### config.mk
export PLATFORM = sky130hd
export DESIGN_NAME = input_conditioner_flat
export DESIGN_NICKNAME = d
export VERILOG_FILES = /design/src/rtl/input_conditioner_if.sv /design/src/rtl/input_conditioner.sv /design/src/flat_wrapper.sv
export SDC_FILE = /design/constraint.sdc
export NUM_CORES = 2
export LEC_CHECK = 0
export ABC_AREA = 1
export BUFFER_PORTS_ARGS = -buffer_cell sky130_fd_sc_hd__buf_2
export CORE_UTILIZATION = 50
export DETAILED_ROUTE_END_ITERATION = 7
export PLACE_DENSITY = 0.65
export SYNTH_ARGS = -nofsm -noshare
export SYNTH_HDL_FRONTEND = slang
export SYNTH_SLANG_ARGS = --single-unit
### constraint.sdc
create_clock -name clk -period 1.85 [get_ports clk]
set_input_delay 0.37 -clock clk [delete_from_list [all_inputs] [get_ports clk]]
set_output_delay 0.37 -clock clk [all_outputs]
set_load 0.1 [all_outputs]
### src/rtl/input_conditioner_if.sv
// Bundle of the conditioner's control inputs, raw pad inputs and conditioned outputs.
// The driving frame uses master; the conditioner uses slave.
interface input_conditioner_if #(
    parameter int CHANNELS = 13
);
    logic                en;
    logic [CHANNELS-1:0] repeat_en;
    logic [CHANNELS-1:0] sig_i;
    logic [CHANNELS-1:0] sig_o;
    logic [CHANNELS-1:0] rise;
    logic [CHANNELS-1:0] fall;
    logic [CHANNELS-1:0] rpt;

    modport master (
        output en, repeat_en, sig_i,
        input  sig_o, rise, fall, rpt
    );

    modport slave (
        input  en, repeat_en, sig_i,
        output sig_o, rise, fall, rpt
    );
endinterface

### src/rtl/input_conditioner.sv
// N-channel pad conditioner: 2-FF sync, debounce, rise/fall pulses and key-repeat pulses.
//  state  | meaning
//  IDLE   | no press in progress, or repeat disabled since the last press
//  DELAY  | press seen, waiting RD_CYC enabled cycles for the first repeat
//  REPEAT | pulsing rpt every RR_CYC enabled cycles while the level stays high
module input_conditioner #(
    parameter int                  CHANNELS     = 13,
    parameter int                  CLK_FREQ     = 10,
    parameter int                  JITTER_MAX   = 10000,
    parameter int                  REPEAT_DELAY = 500000,
    parameter int                  REPEAT_RATE  = 100000,
    parameter logic [CHANNELS-1:0] INIT_LEVEL   = '0
) (
    input  logic                 clk,
    input  logic                 rst_n,
    input_conditioner_if.slave   bus
);
    localparam int JIT_CYC = CLK_FREQ * JITTER_MAX;
    localparam int RD_CYC  = CLK_FREQ * REPEAT_DELAY;
    localparam int RR_CYC  = CLK_FREQ * REPEAT_RATE;
    localparam int MAX_A   = (JIT_CYC > RD_CYC) ? JIT_CYC : RD_CYC;
    localparam int MAX_CYC = (MAX_A > RR_CYC) ? MAX_A : RR_CYC;
    localparam int CW      = $clog2(MAX_CYC + 1);

    // Compare against the value before the terminal count: the increment that
    // would reach the limit is the one that fires instead.
    localparam logic [CW-1:0] JIT_LAST = CW'(JIT_CYC - 1);
    localparam logic [CW-1:0] RD_LAST  = CW'(RD_CYC - 1);
    localparam logic [CW-1:0] RR_LAST  = CW'(RR_CYC - 1);

    typedef enum logic [1:0] {
        IDLE   = 2'd0,
        DELAY  = 2'd1,
        REPEAT = 2'd2
    } rpt_state_t;

    logic [CHANNELS-1:0] sync1;
    logic [CHANNELS-1:0] sync2;

    always_ff @(posedge clk or negedge rst_n) begin
        if (!rst_n) begin
            sync1 <= INIT_LEVEL;
            sync2 <= INIT_LEVEL;
        end else begin
            sync1 <= bus.sig_i;
            sync2 <= sync1;
        end
    end

    for (genvar ch = 0; ch < CHANNELS; ch++) begin : g_ch
        logic [CW-1:0] db_cnt;
        logic [CW-1:0] rp_cnt;
        logic          level_q;
        logic          rise_q;
        logic          fall_q;
        logic          rpt_q;
        logic          flip;
        rpt_state_t    state;

        assign flip = bus.en && (sync2[ch] != level_q) && (db_cnt == JIT_LAST);

        always_ff @(posedge clk or negedge rst_n) begin
            if (!rst_n) begin
                db_cnt  <= '0;
                level_q <= INIT_LEVEL[ch];
                rise_q  <= 1'b0;
                fall_q  <= 1'b0;
            end else begin
                rise_q <= flip && !level_q;
                fall_q <= flip && level_q;
                if (bus.en) begin
                    if (sync2[ch] == level_q) begin
                        db_cnt <= '0;
                    end else if (flip) begin
                        db_cnt  <= '0;
                        level_q <= ~level_q;
                    end else begin
                        db_cnt <= db_cnt + 1'b1;
                    end
                end
            end
        end

        // A press always pulses rpt; repeat_en only decides whether the pulse train follows.
        always_ff @(posedge clk or negedge rst_n) begin
            if (!rst_n) begin
                state  <= IDLE;
                rp_cnt <= '0;
                rpt_q  <= 1'b0;
            end else if (!bus.en) begin
                rpt_q <= 1'b0;
            end else begin
                rpt_q <= 1'b0;
                if (flip && level_q) begin
                    state  <= IDLE;
                    rp_cnt <= '0;
                end else if (flip) begin
                    rpt_q  <= 1'b1;
                    rp_cnt <= '0;
                    state  <= bus.repeat_en[ch] ? DELAY : IDLE;
                end else if (!bus.repeat_en[ch]) begin
                    state  <= IDLE;
                    rp_cnt <= '0;
                end else begin
                    case (state)
                        DELAY: begin
                            if (rp_cnt == RD_LAST) begin
                                rpt_q  <= 1'b1;
                                rp_cnt <= '0;
                                state  <= REPEAT;
                            end else begin
                                rp_cnt <= rp_cnt + 1'b1;
                            end
                        end
                        REPEAT: begin
                            if (rp_cnt == RR_LAST) begin
                                rpt_q  <= 1'b1;
                                rp_cnt <= '0;
                            end else begin
                                rp_cnt <= rp_cnt + 1'b1;
                            end
                        end
                        default: begin
                            state  <= IDLE;
                            rp_cnt <= '0;
                        end
                    endcase
                end
            end
        end

        assign bus.sig_o[ch] = level_q;
        assign bus.rise[ch]  = rise_q;
        assign bus.fall[ch]  = fall_q;
        assign bus.rpt[ch]   = rpt_q;
    end
endmodule
### src/flat_wrapper.sv
// flat-port wrapper written by rule: the top's interface ports become plain ports
module input_conditioner_flat 
#(
    parameter int                  CHANNELS     = 13,
    parameter int                  CLK_FREQ     = 10,
    parameter int                  JITTER_MAX   = 10000,
    parameter int                  REPEAT_DELAY = 500000,
    parameter int                  REPEAT_RATE  = 100000,
    parameter logic [CHANNELS-1:0] INIT_LEVEL   = '0
)
  (clk, rst_n, bus_en, bus_repeat_en, bus_sig_i, bus_sig_o, bus_rise, bus_fall, bus_rpt);
  input_conditioner_if #(.CHANNELS(CHANNELS)) bus_i ();
  input  logic clk;
  input  logic rst_n;
  input wire logic [$bits(bus_i.en)-1:0] bus_en;
  input wire logic [$bits(bus_i.repeat_en)-1:0] bus_repeat_en;
  input wire logic [$bits(bus_i.sig_i)-1:0] bus_sig_i;
  output wire logic [$bits(bus_i.sig_o)-1:0] bus_sig_o;
  output wire logic [$bits(bus_i.rise)-1:0] bus_rise;
  output wire logic [$bits(bus_i.fall)-1:0] bus_fall;
  output wire logic [$bits(bus_i.rpt)-1:0] bus_rpt;
  assign bus_i.en = bus_en;
  assign bus_i.repeat_en = bus_repeat_en;
  assign bus_i.sig_i = bus_sig_i;
  assign bus_sig_o = bus_i.sig_o;
  assign bus_rise = bus_i.rise;
  assign bus_fall = bus_i.fall;
  assign bus_rpt = bus_i.rpt;
  input_conditioner #(.CHANNELS(CHANNELS), .CLK_FREQ(CLK_FREQ), .JITTER_MAX(JITTER_MAX), .REPEAT_DELAY(REPEAT_DELAY), .REPEAT_RATE(REPEAT_RATE), .INIT_LEVEL(INIT_LEVEL)) u_core (.clk(clk), .rst_n(rst_n), .bus(bus_i));
endmodule
==> impl_metrics.toml <==
[outcome]
status = "completed"

[worst_setup_path]
r2r-start = "u_core.g_ch[11].db_cnt[0]$_DFFE_PN0P_"
critPathCaptureType = "register"
required_ps = 2370
startpoint_type = "register"
critPathKind = "register to register"
crit_fanout = 6
worstPathArrival_ps = 2330
r2r_end = "u_core.g_ch[11].db_cnt[1]$_DFFE_PN0P_"
reg2reg_slack_ps = 50
rr_worst_depth = 9

[timing]
clock-skew-final_ps = 16.26
setup_viol = 0
timing.fmax_ghz = 0.5547
fin_tns_setup_ps = 0
finalMaxSlewViolations = 0
hold_viol = 0
worst_pin_slew_ps = 565.7
rsz0062_at_grt = "yes"
period_share = 0.9745
period_needed_ps = 1803
relSlewSlack = 0.6254

[power_and_ir_drop]
p_switching_mw = 7.933
combPwrFrac = 0.049
cellLeakagePower_nw = 22.25
ir_drop_mv = 0.6988
intPower_mw = 26.37
switching_share = 0.2313
p_seq_frac = 0.456
p_per_area_mw_per_mm2 = 683.3
clock_power_share = 0.495

[die]
die_y_um = 294.3
core_mm2 = 0.08409
die_w_um = 294.3
num_rows = 106
pin_count = 81
initial_core_util = 0.5080
dieArea_mm2 = 0.08660

[detailed_routing]
ant_nets = 0
drcViolationCount = 0
routed_wl_um = 102700
vias = 38460
dr.pass1.iters = 6
avgRoutedWirePerCell_um = 13.83
vias_per_cell = 5.182
drt_iter0_markers = 2460

[global_route]
grt_pass1_vias = 36820
grt_usage = 0.2361
grt_start_max_net_pins = 88
grt_pass1_wl_um = 173700
overflow = 0
antenna_found_initial = 2

[layout]
layout_commonest_cell = "nand2_1"
nFillCells = 7764
post-route-util = 0.5971
multiInputGateArea_mm2 = 0.02212
syn_to_final_growth_pct = 17.53
fin_nets = 6300
final_cell_area_mm2 = 0.05020
final_cell_mix = "1582 x nand2_1, 700 x dfrtp_1, 697 x inv_1"
drive_gt1_frac = 0.1398
regArea_mm2 = 0.01757

[hold_path]
min_from = "bus_en"
hp-class = "input pin to register"
holdPathStages = 3
hold_end = "u_core.g_ch[7].rp_cnt[18]$_DFFE_PN0P_"

[synth]
async_reset_ff_frac = 1.000
syn_area_per_cell_um2 = 7.251
yosys_register_bits = 702
netlist-cell-type-count = 58
seq_area_frac_synth = 0.4113
ys.flop_type = "dfrtp_1"
synthCells = 5891
yosysWarnings = 0
synth-edff-count = 0
syn-num-nets = 5972
synth_area_mm2 = 0.04271

[cts]
cts.sinks = 702
cts_root_buf = "clkbuf_16"
cts_tree = "built"
insertion_delay_ps = 640
clk_pin_slew_ps = 60
ctsLongestPathBuffers = 3
cts_buffers = 84
cts.htree.levels = 3

[placement]
placed_area_mm2 = 0.04582
post-dp-hpwl_um = 71410
numPortBuffers = 80
place_congestion = 0.9094

[job]
drv_cap = 0
==> layer usage <==
| layer | up-vias | share of wire | global-route usage |
|---|---|---|---|
| met5 | - | 0 | 0 |
| met4 | 0 | 0.022 | 0.05882 |
| met3 | 152 | 0.038 | 0.03197 |
| met2 | 693 | 0.47 | 0.3966 |
| met1 | 17930 | 0.47 | 0.3208 |
| li1 | 19680 | - | - |
==> synthesized netlist by cell type, types with 23 or more instances <==
master | instances | area, um2
a21oi_1 | 99 | 495.5
buf_2 | 79 | 395.4
buf_4 | 60 | 450.4
dfrtp_1 | 702 | 17570
ha_1 | 52 | 650.6
inv_1 | 711 | 2669
nand2_1 | 1611 | 6047
nand2_2 | 32 | 200.2
nand3_1 | 445 | 2227
nand4_1 | 188 | 1176
nor2_1 | 700 | 2628
nor2_2 | 37 | 231.5
nor2_4 | 23 | 259.0
nor3_1 | 110 | 550.5
o21ai_0 | 372 | 1862
o21ai_1 | 61 | 305.3
o21ai_2 | 53 | 464.2
o22ai_1 | 98 | 613.1
xnor2_1 | 53 | 464.2
xor2_1 | 202 | 1769
==> layout make-up <==
cell class / count / share of cell area
clock buffers: 118 / 0.04827
diodes: 1 / 0.00004984
repair buffers: 402 / 0.06943
multi-input cells: 4299 / 0.4405
clock inverters: 36 / 0.008299
repair inverters: 2 / 0.0002991
well taps: 1134 / 0.02826
flip-flops and latches: 702 / 0.3500
inverters: 728 / 0.05488
==> stage by stage <==
step	total power [mW]	instances	setup WS [ps]	hold slack (ps)
final	34.30	7422	47.23	201.6
after global routing	35.62	7422	-56.73	171.4
after CTS	34.77	7376	1.872	158.9
after detailed placement	17.50	7195	20.70	295.8
after global placement	17.48	7195	78.15	294.4
after floorplan	16.62	5891	195.3	74.41
==> repair_timing <==
item | 4_1_cts | 5_1_grt
gates cloned | 0 | 14
gates resized for setup | 19 | 234
setup buffers | 0 | 31
setup endpoints to repair | 16 | 403
hold buffers | 27 | 0
endpoints found under the hold margin | 209 | 0
pin swaps | 0 | 57
==> sequential cells by signal, indices dropped and copies added, names as in the netlist <==
signal / flops
u_core.g_ch.rpt_q: 13
u_core.g_ch.rise_q: 13
u_core.sync1: 13
u_core.g_ch.level_q: 13
u_core.g_ch.rp_cnt: 299
u_core.g_ch.db_cnt: 299
u_core.g_ch.fall_q: 13
u_core.g_ch.state: 26
u_core.sync2: 13
==> worst max path at each step <==
stage | endpoint | slack, ps | depth (start not counted) | startpoint
6_report | u_core.g_ch[11].db_cnt[1]$_DFFE_PN0P_ | 50 | 9 | u_core.g_ch[11].db_cnt[0]$_DFFE_PN0P_
5_1_grt | u_core.g_ch[4].rp_cnt[14]$_DFFE_PN0P_ | -60 | 10 | u_core.g_ch[4].db_cnt[0]$_DFFE_PN0P_
4_1_cts | u_core.g_ch[7].db_cnt[17]$_DFFE_PN0P_ | 2 | 10 | u_core.g_ch[7].db_cnt[0]$_DFFE_PN0P_
3_5_place_dp | u_core.g_ch[7].db_cnt[17]$_DFFE_PN0P_ | 20 | 10 | u_core.g_ch[7].db_cnt[0]$_DFFE_PN0P_
3_3_place_gp | u_core.g_ch[1].rp_cnt[9]$_DFFE_PN0P_ | 80 | 9 | u_core.g_ch[1].rp_cnt[1]$_DFFE_PN0P_
2_1_floorplan | u_core.g_ch[2].rp_cnt[12]$_DFFE_PN0P_ | 200 | 11 | u_core.g_ch[2].db_cnt[0]$_DFFE_PN0P_
==> worst max-delay path, stage by stage, from the launching register on <==
cell and delay, ps:
dfrtp_1 350, ha_2 190, nand2_2 70, inv_2 80
nand2_2 70, nor2_2 180, nand3_2 150, nand2_4 160
clkinvlp_4 210, a22o_1 230
==> cell families (layout without fill, tap and decap cells) <==
logic type,after synthesis,in the layout,share of synthesized area
AO/OA/AOI/OAI,758,758,0.1015
XOR/XNOR,256,256,0.05267
adder cells (fa/ha/maj),52,52,0.01523
buffers and inverters,898,1286,0.08993
flip-flops,702,702,0.4113
multiplexers,2,2,0.0004687
other,0,1,0
AND/OR/NAND/NOR,3223,3231,0.3290
==> power by group through the flow <==
stage / clock [mW] / sequential [mW] / combinational, mW
after floorplan: 0 / 15.9 / 0.701
after global placement: 0 / 15.9 / 1.56
after detailed placement: 0 / 15.9 / 1.58
after CTS: 17.5 / 15.6 / 1.64
after global routing: 18.1 / 15.7 / 1.88
final: 17.0 / 15.7 / 1.67
Note: power is estimated with default switching activity, not from simulation.
